**src/rtl/scr1_dmem_arb_pkg.sv**
```systemverilog
// rtl/scr1_dmem_arb_pkg.sv - shared types for the LSU/DMA DMEM arbiter
package scr1_dmem_arb_pkg;

    localparam int unsigned SCR1_DMEM_AWIDTH = 32;
    localparam int unsigned SCR1_DMEM_DWIDTH = 32;

    typedef enum logic {
        SCR1_MEM_CMD_RD = 1'b0,
        SCR1_MEM_CMD_WR = 1'b1
    } type_scr1_mem_cmd_e;

    typedef enum logic [1:0] {
        SCR1_MEM_WIDTH_BYTE  = 2'b00,
        SCR1_MEM_WIDTH_HWORD = 2'b01,
        SCR1_MEM_WIDTH_WORD  = 2'b10,
        SCR1_MEM_WIDTH_ERROR = 2'b11
    } type_scr1_mem_width_e;

    typedef enum logic [1:0] {
        SCR1_MEM_RESP_NOTRDY = 2'b00,
        SCR1_MEM_RESP_RDY_OK = 2'b01,
        SCR1_MEM_RESP_RDY_ER = 2'b10
    } type_scr1_mem_resp_e;

    typedef enum logic [1:0] {
        SCR1_DMEM_ARB_FSM_IDLE     = 2'b00,
        SCR1_DMEM_ARB_FSM_BUSY_LSU = 2'b01,
        SCR1_DMEM_ARB_FSM_BUSY_DMA = 2'b10
    } type_scr1_dmem_arb_fsm_e;

    typedef enum logic [1:0] {
        SCR1_DMEM_ARB_SEL_NONE = 2'b00,
        SCR1_DMEM_ARB_SEL_LSU  = 2'b01,
        SCR1_DMEM_ARB_SEL_DMA  = 2'b10
    } type_scr1_dmem_arb_sel_e;

endpackage

```
**src/rtl/scr1_dmem_arb_sel.sv**
```systemverilog
// rtl/scr1_dmem_arb_sel.sv - priority and anti-starvation master pick
module scr1_dmem_arb_sel
    import scr1_dmem_arb_pkg::*;
#(
    parameter int unsigned LSU_MAX_GRANTS = 4
)(
    input  logic                    window_i,
    input  logic                    lock_i,
    input  type_scr1_dmem_arb_sel_e lock_sel_i,
    input  logic                    lsu_req_i,
    input  logic                    dma_req_i,
    input  logic [3:0]              starve_cnt_i,
    output type_scr1_dmem_arb_sel_e sel_o
);

    // A pending unacked request keeps its master; otherwise LSU wins unless DMA has waited too long
    always_comb begin
        sel_o = SCR1_DMEM_ARB_SEL_NONE;
        if (!window_i) begin
            sel_o = SCR1_DMEM_ARB_SEL_NONE;
        end else if (lock_i) begin
            sel_o = lock_sel_i;
        end else if (lsu_req_i && dma_req_i && (starve_cnt_i == 4'(LSU_MAX_GRANTS))) begin
            sel_o = SCR1_DMEM_ARB_SEL_DMA;
        end else if (lsu_req_i) begin
            sel_o = SCR1_DMEM_ARB_SEL_LSU;
        end else if (dma_req_i) begin
            sel_o = SCR1_DMEM_ARB_SEL_DMA;
        end
    end

endmodule

```
**src/rtl/scr1_dmem_arb.sv**
```systemverilog
// rtl/scr1_dmem_arb.sv - two-master arbiter for the shared DMEM port
module scr1_dmem_arb
    import scr1_dmem_arb_pkg::*;
#(
    parameter int unsigned SCR1_ARB_AWIDTH = SCR1_DMEM_AWIDTH,
    parameter int unsigned SCR1_ARB_DWIDTH = SCR1_DMEM_DWIDTH,
    parameter int unsigned LSU_MAX_GRANTS  = 4
)(
    input  logic                       clk,
    input  logic                       rst_n,
    // master 0: core LSU
    input  logic                       lsu_req_i,
    input  logic                       lsu_cmd_i,
    input  logic [1:0]                 lsu_width_i,
    input  logic [SCR1_ARB_AWIDTH-1:0] lsu_addr_i,
    input  logic [SCR1_ARB_DWIDTH-1:0] lsu_wdata_i,
    output logic                       lsu_req_ack_o,
    output logic [SCR1_ARB_DWIDTH-1:0] lsu_rdata_o,
    output logic [1:0]                 lsu_resp_o,
    // master 1: DMA / debug system bus
    input  logic                       dma_req_i,
    input  logic                       dma_cmd_i,
    input  logic [1:0]                 dma_width_i,
    input  logic [SCR1_ARB_AWIDTH-1:0] dma_addr_i,
    input  logic [SCR1_ARB_DWIDTH-1:0] dma_wdata_i,
    output logic                       dma_req_ack_o,
    output logic [SCR1_ARB_DWIDTH-1:0] dma_rdata_o,
    output logic [1:0]                 dma_resp_o,
    // shared DMEM port
    output logic                       dmem_req_o,
    output logic                       dmem_cmd_o,
    output logic [1:0]                 dmem_width_o,
    output logic [SCR1_ARB_AWIDTH-1:0] dmem_addr_o,
    output logic [SCR1_ARB_DWIDTH-1:0] dmem_wdata_o,
    input  logic                       dmem_req_ack_i,
    input  logic [SCR1_ARB_DWIDTH-1:0] dmem_rdata_i,
    input  logic [1:0]                 dmem_resp_i,
    output logic                       arb_err_o
);

    type_scr1_dmem_arb_fsm_e fsm_q, fsm_d;
    type_scr1_dmem_arb_sel_e owner_q, owner_d;
    type_scr1_dmem_arb_sel_e lock_sel_q, lock_sel_d;
    type_scr1_dmem_arb_sel_e sel;
    logic                    sel_lock_q, sel_lock_d;
    logic [3:0]              starve_cnt_q, starve_cnt_d;
    logic                    resp_vld;
    logic                    window;
    logic                    granted;

    assign resp_vld = (dmem_resp_i != SCR1_MEM_RESP_NOTRDY);
    // A new request may go out when idle, or in the very cycle the outstanding one completes
    assign window   = (fsm_q == SCR1_DMEM_ARB_FSM_IDLE) | resp_vld;

    scr1_dmem_arb_sel #(
        .LSU_MAX_GRANTS (LSU_MAX_GRANTS)
    ) i_sel (
        .window_i     (window),
        .lock_i       (sel_lock_q),
        .lock_sel_i   (lock_sel_q),
        .lsu_req_i    (lsu_req_i),
        .dma_req_i    (dma_req_i),
        .starve_cnt_i (starve_cnt_q),
        .sel_o        (sel)
    );

    // Steer the selected master's command onto the shared port
    always_comb begin
        dmem_req_o   = 1'b0;
        dmem_cmd_o   = 1'b0;
        dmem_width_o = '0;
        dmem_addr_o  = '0;
        dmem_wdata_o = '0;
        case (sel)
            SCR1_DMEM_ARB_SEL_LSU: begin
                dmem_req_o   = lsu_req_i;
                dmem_cmd_o   = lsu_cmd_i;
                dmem_width_o = lsu_width_i;
                dmem_addr_o  = lsu_addr_i;
                dmem_wdata_o = lsu_wdata_i;
            end
            SCR1_DMEM_ARB_SEL_DMA: begin
                dmem_req_o   = dma_req_i;
                dmem_cmd_o   = dma_cmd_i;
                dmem_width_o = dma_width_i;
                dmem_addr_o  = dma_addr_i;
                dmem_wdata_o = dma_wdata_i;
            end
            default: ;
        endcase
    end

    assign granted       = dmem_req_o & dmem_req_ack_i & window;
    assign lsu_req_ack_o = granted & (sel == SCR1_DMEM_ARB_SEL_LSU);
    assign dma_req_ack_o = granted & (sel == SCR1_DMEM_ARB_SEL_DMA);

    // Return the response to whoever owns the outstanding transaction; idle responses are dropped
    always_comb begin
        lsu_resp_o  = SCR1_MEM_RESP_NOTRDY;
        dma_resp_o  = SCR1_MEM_RESP_NOTRDY;
        lsu_rdata_o = '0;
        dma_rdata_o = '0;
        if (fsm_q != SCR1_DMEM_ARB_FSM_IDLE) begin
            if (owner_q == SCR1_DMEM_ARB_SEL_DMA) begin
                dma_resp_o  = dmem_resp_i;
                dma_rdata_o = dmem_rdata_i;
            end else begin
                lsu_resp_o  = dmem_resp_i;
                lsu_rdata_o = dmem_rdata_i;
            end
        end
    end

    assign arb_err_o = rst_n & (fsm_q == SCR1_DMEM_ARB_FSM_IDLE) & resp_vld;

    // Next state for the FSM, owner, selection lock and starvation counter
    always_comb begin
        fsm_d        = fsm_q;
        owner_d      = owner_q;
        sel_lock_d   = sel_lock_q;
        lock_sel_d   = lock_sel_q;
        starve_cnt_d = starve_cnt_q;

        if (granted) begin
            fsm_d   = (sel == SCR1_DMEM_ARB_SEL_DMA) ? SCR1_DMEM_ARB_FSM_BUSY_DMA
                                                     : SCR1_DMEM_ARB_FSM_BUSY_LSU;
            owner_d = sel;
        end else if ((fsm_q != SCR1_DMEM_ARB_FSM_IDLE) && resp_vld) begin
            fsm_d   = SCR1_DMEM_ARB_FSM_IDLE;
        end

        if (window) begin
            sel_lock_d = dmem_req_o & ~dmem_req_ack_i;
            lock_sel_d = sel_lock_d ? sel : SCR1_DMEM_ARB_SEL_NONE;
        end

        if (!dma_req_i || dma_req_ack_o) begin
            starve_cnt_d = '0;
        end else if (lsu_req_ack_o && (starve_cnt_q != 4'(LSU_MAX_GRANTS))) begin
            starve_cnt_d = starve_cnt_q + 4'd1;
        end
    end

    // State registers
    always_ff @(posedge clk or negedge rst_n) begin
        if (!rst_n) begin
            fsm_q        <= SCR1_DMEM_ARB_FSM_IDLE;
            owner_q      <= SCR1_DMEM_ARB_SEL_LSU;
            sel_lock_q   <= 1'b0;
            lock_sel_q   <= SCR1_DMEM_ARB_SEL_NONE;
            starve_cnt_q <= '0;
        end else begin
            fsm_q        <= fsm_d;
            owner_q      <= owner_d;
            sel_lock_q   <= sel_lock_d;
            lock_sel_q   <= lock_sel_d;
            starve_cnt_q <= starve_cnt_d;
        end
    end

`ifdef SCR1_TRGT_SIMULATION
    a_ack_onehot: assert property (@(posedge clk) disable iff (!rst_n)
        $onehot0({lsu_req_ack_o, dma_req_ack_o}));

    a_no_req_while_busy: assert property (@(posedge clk) disable iff (!rst_n)
        ((fsm_q != SCR1_DMEM_ARB_FSM_IDLE) && !resp_vld) |-> !dmem_req_o);

    a_locked_stable: assert property (@(posedge clk) disable iff (!rst_n)
        (sel_lock_q && window) |-> ($stable(dmem_addr_o) && $stable(dmem_cmd_o) &&
                                    $stable(dmem_width_o) && $stable(dmem_wdata_o)));
`endif

endmodule

```
**config.mk**
```make
export PLATFORM = sky130hd
export DESIGN_NAME = scr1_dmem_arb
export DESIGN_NICKNAME = d
export VERILOG_FILES = /design/src/rtl/scr1_dmem_arb_pkg.sv /design/src/rtl/scr1_dmem_arb_sel.sv /design/src/rtl/scr1_dmem_arb.sv
export SDC_FILE = /design/constraint.sdc
export NUM_CORES = 1
export LEC_CHECK = 0
export BUFFER_PORTS_ARGS = -buffer_cell sky130_fd_sc_hd__buf_2
export CAP_MARGIN = 20
export CORE_AREA = 2 2 120 122
export DETAILED_ROUTE_END_ITERATION = 8
export DIE_AREA = 0 0 122 124
export PLACE_DENSITY = 0.44
export SLEW_MARGIN = 20
export SYNTH_ARGS = -nofsm -noshare
export SYNTH_HDL_FRONTEND = slang
export SYNTH_SLANG_ARGS = --single-unit
```
**constraint.sdc**
```tcl
create_clock -name clk -period 4 [get_ports clk]
set_input_delay 0.8 -clock clk [delete_from_list [all_inputs] [get_ports clk]]
set_output_delay 0.8 -clock clk [all_outputs]
set_load 0.005 [all_outputs]
```
==> results of run 1 <==
## sequential cells by signal, indices dropped and copies added, names as in the netlist
signal / flops
starve_cnt_q: 4
lock_sel_q: 2
sel_lock_q: 1
owner_q: 2
fsm_q: 2
## worst register-to-register path, cell delays in order, from the launching register on
cell	delay, ns
dfrtp_1	0.40
inv_1	0.07
ha_1	0.14
nand3b_1	0.16
o21ai_0	0.25
o21ai_0	0.15
nand2_1	0.10
ha_2	0.18
buf_4	0.53
inv_1	0.15
o41ai_1	0.83
a21oi_1	0.09
## Yosys cell counts
library cell | number | area share [%]
or2_1 | 1 | 0.32
nand3_1 | 1 | 0.26
buf_2 | 2 | 0.52
and2_1 | 2 | 0.64
nor2b_1 | 1 | 0.32
a22o_1 | 3 | 1.4
dfstp_2 | 1 | 1.4
o31ai_1 | 2 | 0.77
o41ai_1 | 1 | 0.45
nand2_1 | 43 | 8.3
a21oi_1 | 4 | 1.0
nand2b_1 | 1 | 0.32
a2111oi_0 | 1 | 0.45
o21a_1 | 1 | 0.39
dfrtp_1 | 10 | 13
clkbuf_1 | 31 | 6.0
or4_1 | 2 | 0.77
buf_1 | 5 | 0.97
o21ai_0 | 7 | 1.8
ha_1 | 4 | 2.6
a2111o_1 | 1 | 0.58
nand3b_1 | 1 | 0.39
or3_1 | 1 | 0.32
nor2_1 | 141 | 27
a22oi_1 | 68 | 26
inv_1 | 6 | 1.2
nand4_1 | 1 | 0.32
and3_1 | 1 | 0.32
nor3b_1 | 1 | 0.39
a22oi_2 | 1 | 0.64
a21o_1 | 2 | 0.77
## power by group
part	total (W)	internal, W	switching [W]
combinational	0.000408	0.000173	0.000235
clock	0.000180	0.000134	0.0000466
sequential	0.000128	0.000122	0.00000618
total	0.000716	0.000428	0.000288
## final cells by class
cell class	count	area (um2)
clock buffer	4	78.8
sequential	11	277
tap	180	225
inverter	6	22.5
multi-input combinational	292	1510
timing repair buffer	317	1610
fill	1599	10000
## metrics by stage
| stage | util, % | std cells | instance area (um2) |
|---|---|---|---|
| final | 27.1 | 810 | 3720 |
| after global routing | 27.1 | 810 | 3720 |
| after CTS | 27.1 | 810 | 3720 |
| after detailed placement | 26.6 | 806 | 3640 |
| after global placement | 26.5 | 806 | 3640 |
| after floorplan | - | 347 | 1940 |
## per-layer routing
metal | vias to the layer above | global-route usage (%) | part of all wire [%]
li1 | 1755 | - | -
met4 | 0 | 2.59 | 0.80
met1 | 1641 | 15.7 | 37
met3 | 8 | 2.01 | 9.1
met5 | - | 0 | 0
met2 | 226 | 30.1 | 54
## cell families (layout without fill, tap and decap cells)
kind of cell	after synthesis	after routing	share of synthesized area (%)
AND/OR/NAND/NOR	197	197	40.0
AO/OA/AOI/OAI	91	91	34.6
buffers and inverters	44	327	8.64
flip-flops	11	11	14.2
adder cells (fa/ha/maj)	4	4	2.58
## how the worst max path moves through the flow
stage	start	endpoint	slack [ns]	depth (start not counted)
2_1_floorplan	dmem_resp_i[1]	dmem_wdata_o[10]	0.60	9
3_3_place_gp	dmem_resp_i[1]	dmem_addr_o[22]	0.39	9
3_5_place_dp	dmem_resp_i[1]	dmem_addr_o[22]	0.38	9
4_1_cts	dmem_resp_i[1]	dmem_addr_o[22]	0.36	9
5_1_grt	starve_cnt_q[0]	dma_req_ack_o	0.06	11
6_report	dmem_resp_i[1]	dmem_addr_o[22]	0.35	9
==> flow_metrics.env, run 1 <==
export IMPL_tns_ns=0
export IMPL_layout_commonest_cell="buf_2"
export IMPL_grt_pass1_wl_um=17200
export IMPL_die_area_mm2=0.0151
export IMPL_max_slew_margin_pct=43.2
export IMPL_dr_pass1_iters=4
export IMPL_reg2reg_to="starve_cnt_q[0]"
export IMPL_max_freq_ghz=0.274
export IMPL_r2r_cells=11
export IMPL_grt_overflow=0
export IMPL_clock_path_buffers=2
export IMPL_fp_dieW_um=122
export IMPL_cts_max_level=1
export IMPL_setup_violations=0
export IMPL_fin_ws_ns=0.346
export IMPL_synth_seq_cells=11
export IMPL_cts_setup_buffers=0
export IMPL_yosysUniqueCellTypes=31
export IMPL_hold_worst_slack_ns=0.436
export IMPL_max_cap_viol_count=0
export IMPL_dr_first_iter_drc_count=132
export IMPL_worstPathRequired_ns=3.20
export IMPL_clkSlewWorstSetupHoldPaths_ns=0.04
export IMPL_dieHeight_um=124
export IMPL_period_needed_ns=3.65
export IMPL_antenna_found_initial=3
export IMPL_tightest_slew_ns=0.841
export IMPL_vias=3630
export IMPL_insertedDiodeCount=0
export IMPL_drcViolationCount=0
export IMPL_post_drt_wl_per_cell_um=15.3
export IMPL_vdd_drop_max_v=0.000107
export IMPL_r2r_start="starve_cnt_q[0]"
export IMPL_postRouteAntennaNets=0
export IMPL_syn_inst=347
export IMPL_crit_chain="buf_2 -> nor2_1 -> nand2_1 -> nand2_1 -> ha_2 -> buf_4 -> a22oi_1 -> nor2_1 -> buf_2"
export IMPL_cp_max_fo=69
export IMPL_grt_pass1_vias=3181
export IMPL_syn2layout_area_growth_pct=91.9
export IMPL_synth_area_per_cell_um2=5.59
export IMPL_layout_nets=808
export IMPL_cellPowerDensity_mw_per_mm2=192
export IMPL_start_kind="input port"
export IMPL_vias_per_cell=4.48
export IMPL_ys_warnings_count=0
export IMPL_io_buffers=311
export IMPL_layout_drive_gt1_share_pct=51.7
export IMPL_most_common_layout_cells="buf_2 (311), nor2_1 (141), a22oi_1 (68)"
export IMPL_p_leak_nw=2.23
export IMPL_clockRootBuffer="clkbuf_16"
export IMPL_crit_family="simple AND/OR/NAND/NOR gates"
export IMPL_fin_skew_ns=0.00236
export IMPL_ctsHoldBuffers=0
export IMPL_cp_slowest_cell="buf_4"
export IMPL_grtUsageTotal_pct=14.6
export IMPL_outcome="completed"
export IMPL_cp_buffers_inverters=3
export IMPL_period_share_pct=91.3
export IMPL_ios=312
export IMPL_crit_arrival_ns=2.85
export IMPL_pre_cts_ws_ns=0.378
export IMPL_cts_repair_resized=0
export IMPL_power_w=0.000716
export IMPL_gp_congestion=0.857
export IMPL_cts_sinks=11
export IMPL_grt_max_degree=71
export IMPL_rrSetupSlack_ns=0.80
export IMPL_hold_violations=0
export IMPL_critPathMaxStageDelay_ns=0.52
export IMPL_wirelength_um=12400
export IMPL_syn_num_nets=524
export IMPL_core_mm2=0.0137
export IMPL_seq_area_frac_synth_pct=14.2
export IMPL_clk_latency_ns=0.23
export IMPL_drv_slew=0
export IMPL_rsz0062_at_grt="no"
export IMPL_start_util_pct=14.1
export IMPL_cts_buffers=3
export IMPL_num_rows=43
export IMPL_hpwl_um=10500
export IMPL_end_kind="output port"
export IMPL_worstSetupPathType="in -> out"
export IMPL_cts_tree="done"
export IMPL_hp_class="in -> async"
export IMPL_netlist_area_mm2=0.00194
No activity file was read; power rests on OpenSTA's default activity.
==> inputs of run 2 (changes only) <==
--- a/config.mk
+++ b/config.mk
@@ -10,7 +10,7 @@
 export CORE_AREA = 2 2 120 122
 export DETAILED_ROUTE_END_ITERATION = 8
 export DIE_AREA = 0 0 122 124
-export PLACE_DENSITY = 0.44
+export PLACE_DENSITY = 0.57
 export SLEW_MARGIN = 20
 export SYNTH_ARGS = -nofsm -noshare
 export SYNTH_HDL_FRONTEND = slang
==> run 2 against run 1 <==
Power grew 1.5%. Critical endpoint is now lsu_req_ack_o. Setup slack improved by 0.18 ns. Sequential power about the same. Die area is the same. Clock-buffer cell count did not move. Routed wire length fell by 4.1%. Maximum frequency grew 5.3%. Clock power hardly changed.
==> flow_metrics.env, run 2 (synthesized netlist as in run 1, its figures left out) <==
export IMPL_outcome="completed"
export IMPL_insertedDiodeCount=0
export IMPL_tightest_slew_ns=0.508
export IMPL_cellPowerDensity_mw_per_mm2=194
export IMPL_pre_cts_ws_ns=0.524
export IMPL_die_area_mm2=0.0151
export IMPL_postRouteAntennaNets=0
export IMPL_num_rows=43
export IMPL_cts_max_level=1
export IMPL_cts_tree="done"
export IMPL_hp_class="in -> async"
export IMPL_cts_setup_buffers=0
export IMPL_placed_cells=809
export IMPL_fin_skew_ns=0.00265
export IMPL_io_buffers=311
export IMPL_tns_ns=0
export IMPL_nFillCells=1569
export IMPL_regArea_um2=277
export IMPL_drcViolationCount=0
export IMPL_ios=312
export IMPL_p_leak_nw=2.25
export IMPL_crit_arrival_ns=2.67
export IMPL_dieHeight_um=124
export IMPL_wirelength_um=11900
export IMPL_fin_cells=813
export IMPL_max_cap_viol_count=0
export IMPL_end_kind="output port"
export IMPL_fin_util_pct=27.4
export IMPL_antenna_found_initial=0
export IMPL_grt_max_degree=71
export IMPL_clk_latency_ns=0.24
export IMPL_core_mm2=0.0137
export IMPL_regMostFlops="starve_cnt_q"
export IMPL_syn2layout_area_growth_pct=93.6
export IMPL_ctsHoldBuffers=0
export IMPL_grt_overflow=0
export IMPL_clock_path_buffers=2
export IMPL_clockRootBuffer="clkbuf_16"
export IMPL_worstPathRequired_ns=3.20
export IMPL_layout_nets=811
export IMPL_vdd_drop_max_v=0.000141
export IMPL_grtUsageTotal_pct=13.4
export IMPL_max_freq_ghz=0.288
export IMPL_period_needed_ns=3.47
export IMPL_gp_congestion=0.820
export IMPL_grt_pass1_wl_um=15800
export IMPL_hold_violations=0
export IMPL_layout_commonest_cell="buf_2"
export IMPL_vias_per_cell=4.42
export IMPL_hpwl_um=9830
export IMPL_multiInputGateArea_mm2=0.00150
export IMPL_post_drt_wl_per_cell_um=14.6
export IMPL_cts_repair_resized=0
export IMPL_period_share_pct=86.7
export IMPL_clkSlewWorstSetupHoldPaths_ns=0.04
export IMPL_vias=3595
export IMPL_dr_pass1_iters=5
export IMPL_dr_first_iter_drc_count=166
export IMPL_power_w=0.000727
export IMPL_worstSetupPathType="in -> out"
export IMPL_start_util_pct=14.1
export IMPL_layout_drive_gt1_share_pct=51.8
export IMPL_cts_sinks=11
export IMPL_largest_reg_flops=4
export IMPL_rsz0062_at_grt="no"
export IMPL_fin_ws_ns=0.531
export IMPL_grt_pass1_vias=2948
export IMPL_max_slew_margin_pct=65.2
export IMPL_fp_dieW_um=122
export IMPL_cp_max_fo=7
export IMPL_drv_slew=0
export IMPL_cts_buffers=3
export IMPL_start_kind="input port"
export IMPL_most_common_layout_cells="buf_2 (311), nor2_1 (141), a22oi_1 (68)"
export IMPL_setup_violations=0
==> run 2: cell types whose count changed in the layout (fill, tap and decap cells not counted) <==
cell	before	now
nand2b_2	1	0
nand2b_1	0	1
buf_12	1	2
buf_4	5	7
==> run 2: per-stage QoR <==
stage	instance area, um2	hold WS (ns)
floorplan	1940	0.442
global placement	3680	0.455
detailed placement	3680	0.458
CTS	3760	0.436
global route	3760	0.455
finish	3760	0.431
==> run 2: final cells by class <==
type                       count  share of cell area [%]
timing repair buffer         320                    43.9
multi-input combinational    292                    40.0
sequential                    11                    7.36
tap                          180                    6.00
clock buffer                   4                    2.10
inverter                       6                   0.600
==> run 2: where the power goes <==
part	switching, W	leakage, nW	internal, W
registers	0.00000613	0.149	0.000122
clock network	0.0000486	0.0382	0.000134
logic	0.000239	2.06	0.000177
total	0.000294	2.25	0.000433
==> run 2: worst paths after layout <==
path / slack [ns] / depth (start not counted) / from / to
max: 0.53 / 8 / dmem_resp_i[1] / lsu_req_ack_o
min: 0.43 / 1 / rst_n / starve_cnt_q[1]
max reg2reg: 1.09 / 12 / starve_cnt_q[0] / starve_cnt_q[3]
min reg2reg: 0.46 / 1 / fsm_q[1] / fsm_q[1]
max in group asynchronous: 3.29 / 1 / rst_n / owner_q[0]
min in group clk: 0.46 / 1 / fsm_q[1] / fsm_q[1]
==> run 2: critical path, stage by stage <==
cell and delay [ns]:
buf_2 0.11, nor2_1 0.37, and2_1 0.32, nor2_1 0.07, ha_2 0.30, a2111oi_0 0.41, and2_1 0.19, buf_2 0.10
==> run 2: routing by layer <==
layer	vias to the layer above	GRT usage, %	routed length [um]
met5	-	0	0
met4	0	2.30	130
met3	4	1.97	1160
met2	228	23.4	5750
met1	1600	17.6	4860
li1	1763	-	-
==> inputs of run 3 (changes only) <==
--- a/config.mk
+++ b/config.mk
@@ -5,12 +5,14 @@
 export SDC_FILE = /design/constraint.sdc
 export NUM_CORES = 1
 export LEC_CHECK = 0
+export ABC_AREA = 1
+export ABC_CLOCK_PERIOD_IN_PS = 4000
 export BUFFER_PORTS_ARGS = -buffer_cell sky130_fd_sc_hd__buf_2
 export CAP_MARGIN = 20
 export CORE_AREA = 2 2 120 122
 export DETAILED_ROUTE_END_ITERATION = 8
 export DIE_AREA = 0 0 122 124
-export PLACE_DENSITY = 0.57
+export PLACE_DENSITY = 0.59
 export SLEW_MARGIN = 20
 export SYNTH_ARGS = -nofsm -noshare
 export SYNTH_HDL_FRONTEND = slang
==> run 3 against run 2 <==
Synthesized cell count grew 24%. Cell count grew 10%. Sequential share of layout area shrank 0.41 points. Sequential cell count is the same. Global-route usage grew 0.24 points. Register-to-register slack gained 0.53 ns. Utilization grew 1.6 points. Area after synthesis grew 13%. First-iteration DRC count shrank 7.8%. Die area is the same. Critical path type unchanged. Critical endpoint is now dmem_addr_o[24].
==> flow_metrics.env, run 3 <==
export IMPL_wirelength_um=11800
export IMPL_hold_violations=0
export IMPL_worstPathRequired_ns=3.20
export IMPL_drcViolationCount=0
export IMPL_netlist_top_cells_count="nand2_1 (152), a21oi_1 (69), nor3_1 (68), inv_1 (49), clkbuf_1 (22)"
export IMPL_layout_drive_gt1_share_pct=47.1
export IMPL_fp_dieW_um=122
export IMPL_ios=312
export IMPL_drt_met1_wl_um=4830
export IMPL_clkSlewWorstSetupHoldPaths_ns=0.04
export IMPL_p_leak_nw=2.33
export IMPL_cts_setup_buffers=0
export IMPL_postRouteAntennaNets=0
export IMPL_cts_repair_resized=0
export IMPL_synth_edf_count=0
export IMPL_grt_max_degree=70
export IMPL_placed_cells=889
export IMPL_dr_first_iter_drc_count=153
export IMPL_met3_length_um=1260
export IMPL_tightest_slew_ns=0.691
export IMPL_rsz0062_at_grt="no"
export IMPL_vias=3738
export IMPL_fin_cells=894
export IMPL_num_rows=43
export IMPL_syn_num_nets=606
export IMPL_period_share_pct=85.2
export IMPL_synth_ff_type="dfrtp_1"
export IMPL_die_area_mm2=0.0151
export IMPL_ys_warnings_count=0
export IMPL_yosysUniqueCellTypes=25
export IMPL_largest_reg_flops=4
export IMPL_r2r_cells=16
export IMPL_gp_congestion=0.824
export IMPL_grt_overflow=0
export IMPL_period_needed_ns=3.41
export IMPL_regMostFlops="starve_cnt_q"
export IMPL_vias_per_cell=4.18
export IMPL_fin_ws_ns=0.594
export IMPL_syn2layout_area_growth_pct=81.0
export IMPL_max_freq_ghz=0.294
export IMPL_ctsHoldBuffers=0
export IMPL_cts_tree="done"
export IMPL_highest_layer="met4"
export IMPL_core_mm2=0.0137
export IMPL_start_kind="input port"
export IMPL_max_slew_margin_pct=53.9
export IMPL_cellPowerDensity_mw_per_mm2=193
export IMPL_cts_max_level=1
export IMPL_synth_top_cell_area_share_pct=26.0
export IMPL_most_common_layout_cells="buf_2 (311), nand2_1 (152), a21oi_1 (69)"
export IMPL_hpwl_um=9820
export IMPL_grt_pass1_vias=3219
export IMPL_yosysTopAreaCell="nand2_1"
export IMPL_wl_met2_um=5700
export IMPL_cp_max_fo=51
export IMPL_cp_slowest_cell="buf_4"
export IMPL_hp_class="in -> async"
export IMPL_setup_violations=0
export IMPL_r2r_start="starve_cnt_q[0]"
export IMPL_clockRootBuffer="clkbuf_16"
export IMPL_fin_util_pct=29.0
export IMPL_drv_slew=0
export IMPL_synth_top_cells_by_area="nand2_1 (26%), a21oi_1 (16%), nor3_1 (15%)"
export IMPL_clk_latency_ns=0.24
export IMPL_dieHeight_um=124
export IMPL_seq_area_frac_synth_pct=12.6
export IMPL_crit_chain="buf_2 -> nor2_4 -> inv_1 -> nor2_4 -> inv_1 -> nand2_1 -> ha_2 -> buf_4 -> nand2_1 -> a21oi_1 -> buf_2"
export IMPL_tns_ns=0
export IMPL_start_util_pct=16.0
export IMPL_max_cap_viol_count=0
export IMPL_crit_start="dmem_resp_i[1]"
export IMPL_nFillCells=1595
export IMPL_synth_seq_cells=11
export IMPL_end_kind="output port"
export IMPL_syn_inst=429
export IMPL_antenna_found_initial=2
export IMPL_worstSetupPathType="in -> out"
export IMPL_pre_cts_ws_ns=0.599
export IMPL_cts_buffers=3
export IMPL_outcome="completed"
export IMPL_grtUsageTotal_pct=13.6
export IMPL_io_buffers=311
export IMPL_vdd_drop_max_v=0.000122
export IMPL_grt_pass1_wl_um=16400
export IMPL_synth_most_common_cell="nand2_1"
export IMPL_fin_skew_ns=0.000267
export IMPL_async_reset_ff_share_pct=100
export IMPL_cts_sinks=11
export IMPL_power_w=0.000765
export IMPL_layout_commonest_cell="buf_2"
export IMPL_clock_path_buffers=2
export IMPL_critPathMaxStageDelay_ns=0.43
export IMPL_dr_pass1_iters=4
export IMPL_synth_area_per_cell_um2=5.12
export IMPL_crit_arrival_ns=2.61
export IMPL_post_drt_wl_per_cell_um=13.2
export IMPL_layout_nets=891
export IMPL_netlist_area_mm2=0.00220
## run 3: cell types whose count changed after synthesis, sizes merged, moves of 3 or more
cell,change
a21oi,+66
a22o,-3
a22oi,-69
buf,+8
clkbuf,-9
inv,+45
nand2,+111
nand3,+12
nor2,-131
nor3,+68
## run 3: critical path: cells and delay by family
| kind | cells | cell delay (ns) |
|---|---|---|
| fa+ha+maj | 1 | 0.20 |
| buf+inv | 5 | 0.88 |
| simple gates | 4 | 0.50 |
| compound gates | 1 | 0.20 |
## run 3: cells by family (layout without fill, tap and decap cells)
group           Yosys count  in the layout  synth area share [%]
compound gates           78             78                  18.4
xor+xnor                  2              2                 0.798
fa+ha+maj                 4              4                  2.28
buf+inv                  89            373                  16.2
flops                    11             11                  12.6
other cells               0              1                     0
simple gates            245            245                  49.7
## run 3: final cells by class
cell class | count | area (um2) | area share, %
Sequential cell | 11 | 277 | 6.96
Tap cell | 180 | 225 | 5.67
Clock buffer | 4 | 78.8 | 1.98
Timing Repair Buffer | 317 | 1630 | 40.9
Multi-Input combinational cell | 329 | 1570 | 39.5
Antenna cell | 1 | 2.50 | 0.0630
Inverter | 52 | 196 | 4.94
## run 3: metrics by stage
stage | hold slack (ns) | area, um2
after floorplan | 0.453 | 2200
after global placement | 0.490 | 3890
after detailed placement | 0.492 | 3890
after CTS | 0.443 | 3970
after global routing | 0.454 | 3980
final | 0.439 | 3980
## run 3: per-layer routing
layer | up-vias | track usage, %
li1 | 1935 | -
met1 | 1577 | 17.5
met2 | 224 | 23.9
met3 | 2 | 2.88
met4 | 0 | 1.94
met5 | - | 0
## run 3: final timing paths
path | slack (ns) | to
worst max register to register | 1.62 | starve_cnt_q[1]
worst min-delay path | 0.44 | starve_cnt_q[0]
min in group clk | 0.50 | lock_sel_q[0]
worst min register to register | 0.50 | lock_sel_q[0]
worst max-delay path | 0.59 | dmem_addr_o[24]
max in group asynchronous | 3.29 | owner_q[0]
## run 3: where the power goes
group	internal, W	leakage (nW)	switching, W
registers	0.000123	0.148	0.00000557
clock network	0.000134	0.0382	0.0000494
logic	0.000178	2.14	0.000276
total	0.000435	2.33	0.000331
